`src/rtl/ascii_dec_rx_pkg.sv`:
```
// Shared ASCII constants, decoder state encoding and character helpers
// for the UART ASCII receive path.
package ascii_dec_rx_pkg;

    localparam logic [7:0] ASCII_0  = 8'h30;
    localparam logic [7:0] ASCII_9  = 8'h39;
    localparam logic [7:0] ASCII_SP = 8'h20;
    localparam logic [7:0] ASCII_CR = 8'h0D;
    localparam logic [7:0] ASCII_LF = 8'h0A;

    localparam logic [2:0] NDIG_MAX = 3'd7;

    typedef enum logic [2:0] {
        S_READ  = 3'd0,
        S_PARSE = 3'd1,
        S_SYNC  = 3'd2,
        S_DONE  = 3'd3
    } state_t;

    function automatic logic is_digit_char(input logic [7:0] c);
        return (c >= ASCII_0) && (c <= ASCII_9);
    endfunction

    function automatic logic is_term_char(input logic [7:0] c);
        return (c == ASCII_SP) || (c == ASCII_CR) || (c == ASCII_LF);
    endfunction

endpackage

```
`src/rtl/ascii_dec_rx_if.sv`:
```
// RX FIFO read port plus ALU operand handshake; the decoder is the master,
// the FIFO/ALU side (or a testbench) is the slave.
interface ascii_dec_rx_if #(
    parameter int unsigned NBIT = 8
) ();

    logic            fifo_empty;
    logic [7:0]      DATO_FIFO;
    logic            RD_FIFO;
    logic            alu_ready;
    logic            DATO_VALID;
    logic [NBIT-1:0] DATO_A;
    logic [NBIT-1:0] DATO_B;
    logic [NBIT-1:0] DATO_OP;

    modport master (
        input  fifo_empty, DATO_FIFO, alu_ready,
        output RD_FIFO, DATO_VALID, DATO_A, DATO_B, DATO_OP
    );

    modport slave (
        output fifo_empty, DATO_FIFO, alu_ready,
        input  RD_FIFO, DATO_VALID, DATO_A, DATO_B, DATO_OP
    );

endinterface

```
`src/rtl/ascii_char_class.sv`:
```
// Combinational ASCII classifier: decimal digit, field terminator, digit value.
module ascii_char_class
    import ascii_dec_rx_pkg::*;
(
    input  logic [7:0] ch,
    output logic       is_digit,
    output logic       is_term,
    output logic [3:0] digit
);

    always_comb begin
        is_digit = is_digit_char(ch);
        is_term  = is_term_char(ch);
        // low nibble of '0'..'9' is the digit value
        digit    = is_digit ? ch[3:0] : 4'd0;
    end

endmodule

```
`src/rtl/ascii_dec_rx.sv`:
```
// ASCII decimal command receiver: three terminated fields -> A/B/OP for the ALU.
// Optional echo to the TX FIFO when ASCII_DEC_RX_ECHO_EN is defined.
module ascii_dec_rx
    import ascii_dec_rx_pkg::*;
#(
    parameter int unsigned NBIT = 8
) (
    input  logic           CLK,
    input  logic           RESET,
    ascii_dec_rx_if.master bus,
    output logic           ERR,
    output logic [2:0]     STATE
`ifdef ASCII_DEC_RX_ECHO_EN
    ,
    input  logic           tx_fifo_full,
    output logic           WR_FIFO_ECHO,
    output logic [7:0]     ECHO_DATA
`endif
);

    localparam int unsigned AW = NBIT + 4;
    localparam logic [AW-1:0] MAXV = {4'b0000, {NBIT{1'b1}}};

    state_t          state, state_n;
    logic [7:0]      ch, ch_n;
    logic [AW-1:0]   acc, acc_n, acc_mul;
    logic            ovf, ovf_n;
    logic [2:0]      ndig, ndig_n;
    logic [1:0]      field, field_n;
    logic            sync_ph, sync_ph_n;
    logic [NBIT-1:0] a_r, a_n, b_r, b_n, op_r, op_n;
    logic            rd, err, parse_go;
    logic            is_digit, is_term;
    logic [3:0]      digit;

    ascii_char_class u_class (
        .ch       (ch),
        .is_digit (is_digit),
        .is_term  (is_term),
        .digit    (digit)
    );

    // acc*10 + digit; cannot wrap while ovf is clear since acc <= 2**NBIT-1
    assign acc_mul = (acc << 3) + (acc << 1) + {{NBIT{1'b0}}, digit};

`ifdef ASCII_DEC_RX_ECHO_EN
    assign parse_go     = !tx_fifo_full;
    assign WR_FIFO_ECHO = (state == S_PARSE) && !tx_fifo_full;
    assign ECHO_DATA    = ch;
`else
    assign parse_go = 1'b1;
`endif

    always_ff @(posedge CLK or negedge RESET) begin
        if (!RESET) begin
            state   <= S_READ;
            ch      <= '0;
            acc     <= '0;
            ovf     <= 1'b0;
            ndig    <= '0;
            field   <= '0;
            sync_ph <= 1'b0;
            a_r     <= '0;
            b_r     <= '0;
            op_r    <= '0;
        end else begin
            state   <= state_n;
            ch      <= ch_n;
            acc     <= acc_n;
            ovf     <= ovf_n;
            ndig    <= ndig_n;
            field   <= field_n;
            sync_ph <= sync_ph_n;
            a_r     <= a_n;
            b_r     <= b_n;
            op_r    <= op_n;
        end
    end

    always_comb begin
        state_n   = state;
        ch_n      = ch;
        acc_n     = acc;
        ovf_n     = ovf;
        ndig_n    = ndig;
        field_n   = field;
        sync_ph_n = sync_ph;
        a_n       = a_r;
        b_n       = b_r;
        op_n      = op_r;
        rd        = 1'b0;
        err       = 1'b0;

        case (state)
            S_READ: begin
                if (!bus.fifo_empty) begin
                    rd      = 1'b1;
                    ch_n    = bus.DATO_FIFO;
                    state_n = S_PARSE;
                end
            end

            S_PARSE: begin
                if (parse_go) begin
                    if (is_digit) begin
                        acc_n   = acc_mul;
                        ovf_n   = ovf | (acc_mul > MAXV);
                        ndig_n  = (ndig == NDIG_MAX) ? ndig : ndig + 3'd1;
                        state_n = S_READ;
                    end else if (is_term) begin
                        state_n = S_READ;
                        if (ndig == 3'd0) begin
                            // repeated separator: nothing to commit
                        end else if (ovf) begin
                            err     = 1'b1;
                            acc_n   = '0;
                            ovf_n   = 1'b0;
                            ndig_n  = '0;
                            field_n = '0;
                        end else begin
                            if (field == 2'd0)      a_n  = acc[NBIT-1:0];
                            else if (field == 2'd1) b_n  = acc[NBIT-1:0];
                            else                    op_n = acc[NBIT-1:0];
                            acc_n  = '0;
                            ndig_n = '0;
                            if (field == 2'd2) begin
                                field_n = '0;
                                state_n = S_DONE;
                            end else begin
                                field_n = field + 2'd1;
                            end
                        end
                    end else begin
                        err       = 1'b1;
                        acc_n     = '0;
                        ovf_n     = 1'b0;
                        ndig_n    = '0;
                        field_n   = '0;
                        sync_ph_n = 1'b0;
                        state_n   = S_SYNC;
                    end
                end
            end

            // sync_ph alternates pop / inspect to keep the 2-cycle byte rhythm
            S_SYNC: begin
                if (!sync_ph) begin
                    if (!bus.fifo_empty) begin
                        rd        = 1'b1;
                        ch_n      = bus.DATO_FIFO;
                        sync_ph_n = 1'b1;
                    end
                end else begin
                    sync_ph_n = 1'b0;
                    if (is_term) state_n = S_READ;
                end
            end

            S_DONE: begin
                if (bus.alu_ready) state_n = S_READ;
            end

            default: state_n = S_READ;
        endcase
    end

    // reset leaves state at S_READ, so the pop strobe is also held off by RESET
    assign bus.RD_FIFO    = rd & RESET;
    assign bus.DATO_VALID = (state == S_DONE);
    assign bus.DATO_A     = a_r;
    assign bus.DATO_B     = b_r;
    assign bus.DATO_OP    = op_r;
    assign ERR            = err;
    assign STATE          = state;

endmodule

```
`src/flat_wrapper.sv`:
```
// flat-port wrapper written by rule: the top's interface ports become plain ports
module ascii_dec_rx_flat import ascii_dec_rx_pkg::*;
#(
    parameter int unsigned NBIT = 8
)
  (CLK, RESET, ERR, STATE, bus_fifo_empty, bus_DATO_FIFO, bus_alu_ready, bus_RD_FIFO, bus_DATO_VALID, bus_DATO_A, bus_DATO_B, bus_DATO_OP);
  ascii_dec_rx_if #(.NBIT(NBIT)) bus_i ();
  input  logic CLK;
  input  logic RESET;
  output logic ERR;
  output logic [2:0] STATE;
  input wire logic [$bits(bus_i.fifo_empty)-1:0] bus_fifo_empty;
  input wire logic [$bits(bus_i.DATO_FIFO)-1:0] bus_DATO_FIFO;
  input wire logic [$bits(bus_i.alu_ready)-1:0] bus_alu_ready;
  output wire logic [$bits(bus_i.RD_FIFO)-1:0] bus_RD_FIFO;
  output wire logic [$bits(bus_i.DATO_VALID)-1:0] bus_DATO_VALID;
  output wire logic [$bits(bus_i.DATO_A)-1:0] bus_DATO_A;
  output wire logic [$bits(bus_i.DATO_B)-1:0] bus_DATO_B;
  output wire logic [$bits(bus_i.DATO_OP)-1:0] bus_DATO_OP;
  assign bus_i.fifo_empty = bus_fifo_empty;
  assign bus_i.DATO_FIFO = bus_DATO_FIFO;
  assign bus_i.alu_ready = bus_alu_ready;
  assign bus_RD_FIFO = bus_i.RD_FIFO;
  assign bus_DATO_VALID = bus_i.DATO_VALID;
  assign bus_DATO_A = bus_i.DATO_A;
  assign bus_DATO_B = bus_i.DATO_B;
  assign bus_DATO_OP = bus_i.DATO_OP;
  ascii_dec_rx #(.NBIT(NBIT)) u_core (.CLK(CLK), .RESET(RESET), .bus(bus_i), .ERR(ERR), .STATE(STATE));
endmodule
```
`config.mk`:
```
export PLATFORM = sky130hd
export DESIGN_NAME = ascii_dec_rx_flat
export DESIGN_NICKNAME = d
export VERILOG_FILES = /design/src/rtl/ascii_dec_rx_pkg.sv /design/src/rtl/ascii_dec_rx_if.sv /design/src/rtl/ascii_char_class.sv /design/src/rtl/ascii_dec_rx.sv /design/src/flat_wrapper.sv
export SDC_FILE = /design/constraint.sdc
export NUM_CORES = 1
export LEC_CHECK = 0
export ABC_AREA = 1
export BUFFER_PORTS_ARGS = -buffer_cell sky130_fd_sc_hd__buf_2
export CAP_MARGIN = 25
export CORE_MARGIN = 2
export CORE_UTILIZATION = 50
export CTS_BUF_LIST = sky130_fd_sc_hd__clkbuf_4 sky130_fd_sc_hd__clkbuf_8
export DETAILED_ROUTE_END_ITERATION = 8
export PLACE_DENSITY = 0.71
export SKIP_LAST_GASP = 1
export SYNTH_ARGS = -nofsm -noshare
export SYNTH_HDL_FRONTEND = slang
export SYNTH_HIERARCHICAL = 1
export SYNTH_SLANG_ARGS = --single-unit
```
`constraint.sdc`:
```
create_clock -name CLK -period 3.1 [get_ports CLK]
set_input_delay 0.31 -clock CLK [delete_from_list [all_inputs] [get_ports CLK]]
set_output_delay 0.31 -clock CLK [all_outputs]
set_load 0.03 [all_outputs]
```
==> results of run 1 <==
[area by class of cell]
cell class / count / area share, %
inverter: 61 / 6.83
clock buffer: 7 / 2.67
timing repair buffer: 41 / 6.16
sequential: 52 / 38.6
multi-input combinational: 234 / 42.7
tap: 75 / 2.78
clock inverter: 1 / 0.223
[final timing paths]
kind | from | endpoint | slack (ns) | cells past startpoint
setup / recovery | u_core/ch[1] | u_core/ovf | 0.43 | 17
hold / removal | RESET | u_core/acc[1] | 0.17 | 2
setup reg to reg | u_core/ch[1] | u_core/ovf | 0.43 | 17
hold reg to reg | u_core/bus.DATO_B[5] | u_core/bus.DATO_B[5] | 0.48 | 2
max in group asynchronous | RESET | u_core/acc[8] | 2.49 | 2
min in group CLK | bus_fifo_empty | u_core/sync_ph | 0.23 | 2
[through the flow]
stage | cell area, um^2 | instances | setup WS (ns)
global placement | 3270 | 463 | 0.549
detailed placement | 3270 | 463 | 0.480
floorplan | 3020 | 353 | 0.688
finish | 3370 | 471 | 0.434
CTS | 3370 | 471 | 0.455
global route | 3370 | 471 | 0.187
[metal layers]
metal  routed length (um)  up-vias  share of wire, %
met5                    0        -                 0
met4                   87        0               1.4
met3                  239       10               3.8
met2                 2980       47                47
met1                 2980     1136                47
li1                     -     1211                 -
[power by group through the flow]
| stage | combinational (mW) | sequential [mW] | clock (mW) |
|---|---|---|---|
| global route | 0.579 | 0.844 | 0.458 |
| global placement | 0.495 | 0.838 | 0 |
| detailed placement | 0.513 | 0.844 | 0 |
| finish | 0.519 | 0.832 | 0.412 |
| floorplan | 0.368 | 0.850 | 0 |
| CTS | 0.516 | 0.831 | 0.431 |
[cell families (layout without fill, tap and decap cells)]
family | Yosys count | in the layout | synth area share [%]
AOI/OAI and AO/OA | 60 | 60 | 13.2
xor gates and xnor gates | 1 | 1 | 0.290
adders and majority gates | 23 | 23 | 10.0
buffers and inverters | 67 | 110 | 9.28
DFF | 52 | 52 | 43.1
muxes | 8 | 8 | 2.98
other | 1 | 1 | 0.124
and+or+nand+nor | 141 | 141 | 21.0
[flip-flops by register name, indices dropped and copies added, names as in the netlist]
register and cells:
u_core/STATE 2, u_core/acc 11, u_core/bus.DATO_A 8, u_core/bus.DATO_B 8, u_core/bus.DATO_OP 8, u_core/ch 8, u_core/field 2, u_core/ndig 3
u_core/ovf 1, u_core/sync_ph 1
[layout by cell type (no fill, tap or decap), types with 6 or more instances in the layout]
cell type / n
nand2_1: 80
inv_1: 57
dfrtp_1: 52
buf_2: 40
nor2_1: 26
ha_1: 21
o21ai_2: 19
nand3_1: 17
a21oi_1: 14
o21ai_0: 11
mux2_2: 8
o22ai_1: 8
clkbuf_8: 6
==> results.ini, run 1 <==
[outcome]
run_status = finished, final reports clean

[synthesis]
synth_top_area_share_pct = 43.1
seq_area_frac_synth_pct = 43.1
synth_seq_cells = 52
yosysTopAreaCell = dfrtp_1
synth_most_common_cell = nand2_1
syn_nets = 388
synth_commonest_cells = nand2_1 (80), inv_1 (57), dfrtp_1 (52)
ys_types = 37
syn_area_per_cell_um2 = 8.56
synthFlopType = dfrtp_1
synth-edff-count = 0
ys_warn_count = 6
syn_area_um2 = 3020
synthTopCellsByArea = dfrtp_1 (43%), nand2_1 (9.9%), ha_1 (8.7%), inv_1 (7.1%), o21ai_2 (5.5%)
syn_inst = 353
async_flop_share_pct = 100

[sta]
finalHoldViolCount = 0
whs_ns = 0.171
finalSetupTns_ns = 0
slew_headroom_pct = 56.0
finalCriticalPeriod_ns = 2.67
rsz0062_at_grt = false
fin_crit_sh_pct = 86.0
setup_viol = 0
max_freq_mhz = 375
tightest_slew_ns = 0.660
timing.clock.skew_ns = 0.0111
drv_slew = 0

[critical_path]
slowest_delay_ns = 0.54
worstSetupEndpointType = flop
crit_required_ns = 3.30
worstPathMaxFanout = 5
start_kind = flop
cp_top_family = simple AND/OR/NAND/NOR gates
crit_top_cell = nand2_1
cp_cell_sequence = o21ai_2 -> nand3_2 -> nor2_1 -> inv_1 -> fa_1 -> inv_1 -> ha_1 -> nand2_1 -> nand2_1 -> nand3_1 -> nand2_1 -> nand2_1 -> nand2_1 -> nor2_1 -> nand3_1 -> nand2_1 -> a21oi_1
worst-path-buf-inv = 2
cp.arrival_ns = 2.86
crit_type = flop to flop
cpMaxStageDelayCell = fa_1

[clock_tree]
cts_root_buffer = clkbuf_8
clk_path_buf_depth = 2
cts_setup_buffers = 0
cts_inserted_buffers = 5
ctsHoldBuffers = 0
cts_tree = done
cts.htree.levels = 2
post_cts_resized = 0
clock-sinks = 52
clk_latency_ns = 0.31
cts.clk_slew.worst_paths_ns = 0.10

[place]
globalplace.congestion = 0.830
io_buffers = 40
place_hpwl_um = 4720

[global_routing]
grt_usage_pct = 20.2
overflow = 0
grt_first_pass_wirelength_um = 10400
grt_pass1_vias = 2265
antenna_found_initial = 0
busiest_layer = met2
met3_usage_pct = 3.08
met2_usage_pct = 34.1
grt_max_degree = 53
grt_use_met1_pct = 27.0

[final_layout]
multi_input_area_um2 = 1440
drive_above_1_share_pct = 24.0
fin_nets = 430
n_antenna_cell = 0
postLayoutCoreUtil_pct = 57.2
regArea_um2 = 1300
nFillCells = 559
syn2layout_area_growth_pct = 11.6

[power_and_ir_drop]
p_comb_share_pct = 29.4
power_mw = 1.76
p_seq_share_pct = 47.2
p_sw_mw = 0.643
clockPowerShare_pct = 23.4
swShare_pct = 36.5
p_per_area_nw_per_um2 = 523
leakagePower_nw = 1.87
p_int_mw = 1.12
irDropWorstVdd_mv = 0.309

[worst_hold_path]
hp-class = input port to asynchronous set/reset pin

[run]
cap_violations = 0

[detailed_routing]
vias = 2404
drtIter0Drc = 152
routed_wl_um = 6280
firstDrtPassIters = 4
drc = 0
ant_nets = 0
wl_per_cell_um = 13.3
vias_per_cell = 5.10

[floorplan]
initial_core_util_pct = 51.3
core_um2 = 5890
dieArea_um2 = 6680
ios = 42
die_x_um = 81.7
die_h_um = 81.7
row_count = 28

Power figures use the tool's default switching activity.
==> run 2, diff against run 1 <==
- RECOVER_POWER: unset -> 50
==> run 2 against run 1 <==
Effect of this change: count of clock-buffer cells in the layout stayed put; largest power group unchanged; largest cell class unchanged; cell count stayed put; die area unchanged; critical path type unchanged.
==> results.ini, run 2 (synthesized netlist as in run 1, its figures left out) <==
[sta]
slew_headroom_pct = 14.8
setup_viol = 0
finalCriticalPeriod_ns = 2.66
timing.clock.skew_ns = 0.0109
rsz0062_at_grt = false
tightest_slew_ns = 1.28
whs_ns = 0.227
setup_ws_ns = 0.443
fin_crit_sh_pct = 85.7
finalSetupTns_ns = 0
max_freq_mhz = 376
drv_slew = 0
finalHoldViolCount = 0

[clock_tree]
clk_path_buf_depth = 2
clk_latency_ns = 0.31
ctsHoldBuffers = 0
cts_setup_buffers = 0
cts_root_buffer = clkbuf_8
clock-sinks = 52
cts_inserted_buffers = 5
cts.htree.levels = 2
post_cts_resized = 0
cts_tree = done
cts.clk_slew.worst_paths_ns = 0.10

[worst_hold_path]
worstHoldStart = bus_fifo_empty
hold_depth = 2
hp-class = input port to flop
min_to = u_core/sync_ph

[final_layout]
stdcell_count = 471
mostFrequentLayoutCell = nand2_1
syn2layout_area_growth_pct = 10.9
largest_register_ffs = 11
nFillCells = 566
postLayoutCoreUtil_pct = 56.9
drive_above_1_share_pct = 20.2
final_cell_mix = nand2_1 (80), inv_1 (57), dfrtp_1 (52), nor2_1 (26), buf_2 (25)
fin_nets = 430
n_antenna_cell = 0
top_register = u_core/acc

[critical_path]
cp_cell_sequence = o21ai_2 -> nand3_2 -> nor2_1 -> inv_1 -> fa_1 -> inv_1 -> ha_1 -> nand2_1 -> nand2_1 -> nand3_1 -> nand2_1 -> nand2_1 -> nand2_1 -> nor2_1 -> nand3_1 -> nand2_1 -> a21oi_1
cpMaxStageDelayCell = fa_1
start_kind = flop
rr_endpoint = u_core/ovf
crit_type = flop to flop
crit_required_ns = 3.30
worstSetupEndpointType = flop
slowest_delay_ns = 0.54
rr_startpoint = u_core/ch[1]
reg2reg_slack_ns = 0.44
cp.arrival_ns = 2.86
worstPathMaxFanout = 5
crit_top_cell = nand2_1
worst-r2r-cell-count = 17

[place]
post-place-ws_ns = 0.480
globalplace.congestion = 0.830
dpl.cell_count = 463
place_hpwl_um = 4720
io_buffers = 40

[global_routing]
grt_max_degree = 53
grt_first_pass_wirelength_um = 10400
grt_usage_pct = 20.2
overflow = 0
grt_pass1_vias = 2265
antenna_found_initial = 0

[floorplan]
core_um2 = 5890
ios = 42
dieArea_um2 = 6680
row_count = 28
die_h_um = 81.7
die_x_um = 81.7
initial_core_util_pct = 51.3

[detailed_routing]
ant_nets = 0
vias = 2423
vias_per_cell = 5.14
routed_wl_um = 6300
drtIter0Drc = 135
firstDrtPassIters = 4
wl_per_cell_um = 13.4
drc = 0

[power_and_ir_drop]
irDropWorstVdd_mv = 0.309
p_per_area_nw_per_um2 = 526
leakagePower_nw = 1.80

[run]
cap_violations = 0

[outcome]
run_status = finished, final reports clean

## run 2: worst max path at each step
| stage | from | end |
|---|---|---|
| floorplan | u_core/ch[1] | u_core/ovf |
| global placement | u_core/ch[1] | u_core/ovf |
| detailed placement | u_core/ch[1] | u_core/ovf |
| CTS | u_core/ch[1] | u_core/ovf |
| global route | u_core/ch[1] | u_core/ovf |
| finish | u_core/ch[1] | u_core/ovf |
## run 2: layout make-up
| cell class | instances | area [um^2] | area share (%) |
|---|---|---|---|
| Clock inverter | 1 | 7.51 | 0.224 |
| Inverter | 61 | 230 | 6.88 |
| Tap cell | 75 | 93.8 | 2.80 |
| Timing Repair Buffer | 41 | 186 | 5.57 |
| Sequential cell | 52 | 1300 | 38.9 |
| Multi-Input combinational cell | 234 | 1440 | 43.0 |
| Clock buffer | 7 | 90.1 | 2.69 |
## run 2: per-layer routing
metal	routed length [um]	share of wire (%)	track usage, %	vias up
met5	0	0	0	-
met4	75	1.2	5.50	0
met3	247	3.9	3.08	8
met2	2980	47	34.1	54
met1	2990	48	27.0	1144
li1	-	-	-	1217
## run 2: critical path, delay by kind of cell, from the launching register on
kind / cells / cell delay [ns]
buffers and inverters: 2 / 0.13
AND/OR/NAND/NOR: 11 / 0.92
adder cells (fa/ha/maj): 2 / 0.86
AO/OA/AOI/OAI: 2 / 0.22
flip-flops: 1 / 0.43
## run 2: where the power goes
part           leakage (nW)  switching (mW)  internal [mW]  total, mW
logic                  1.05           0.342          0.175      0.517
registers             0.705          0.0785          0.753      0.832
clock network        0.0479           0.222          0.191      0.412
total                  1.80           0.642           1.12       1.76
## run 2: per-stage QoR
stage / instance area, um^2 / total power, mW
after detailed placement: 3270 / 1.36
final: 3350 / 1.76
after floorplan: 3020 / 1.22
after CTS: 3370 / 1.78
after global placement: 3270 / 1.33
after global routing: 3350 / 1.88
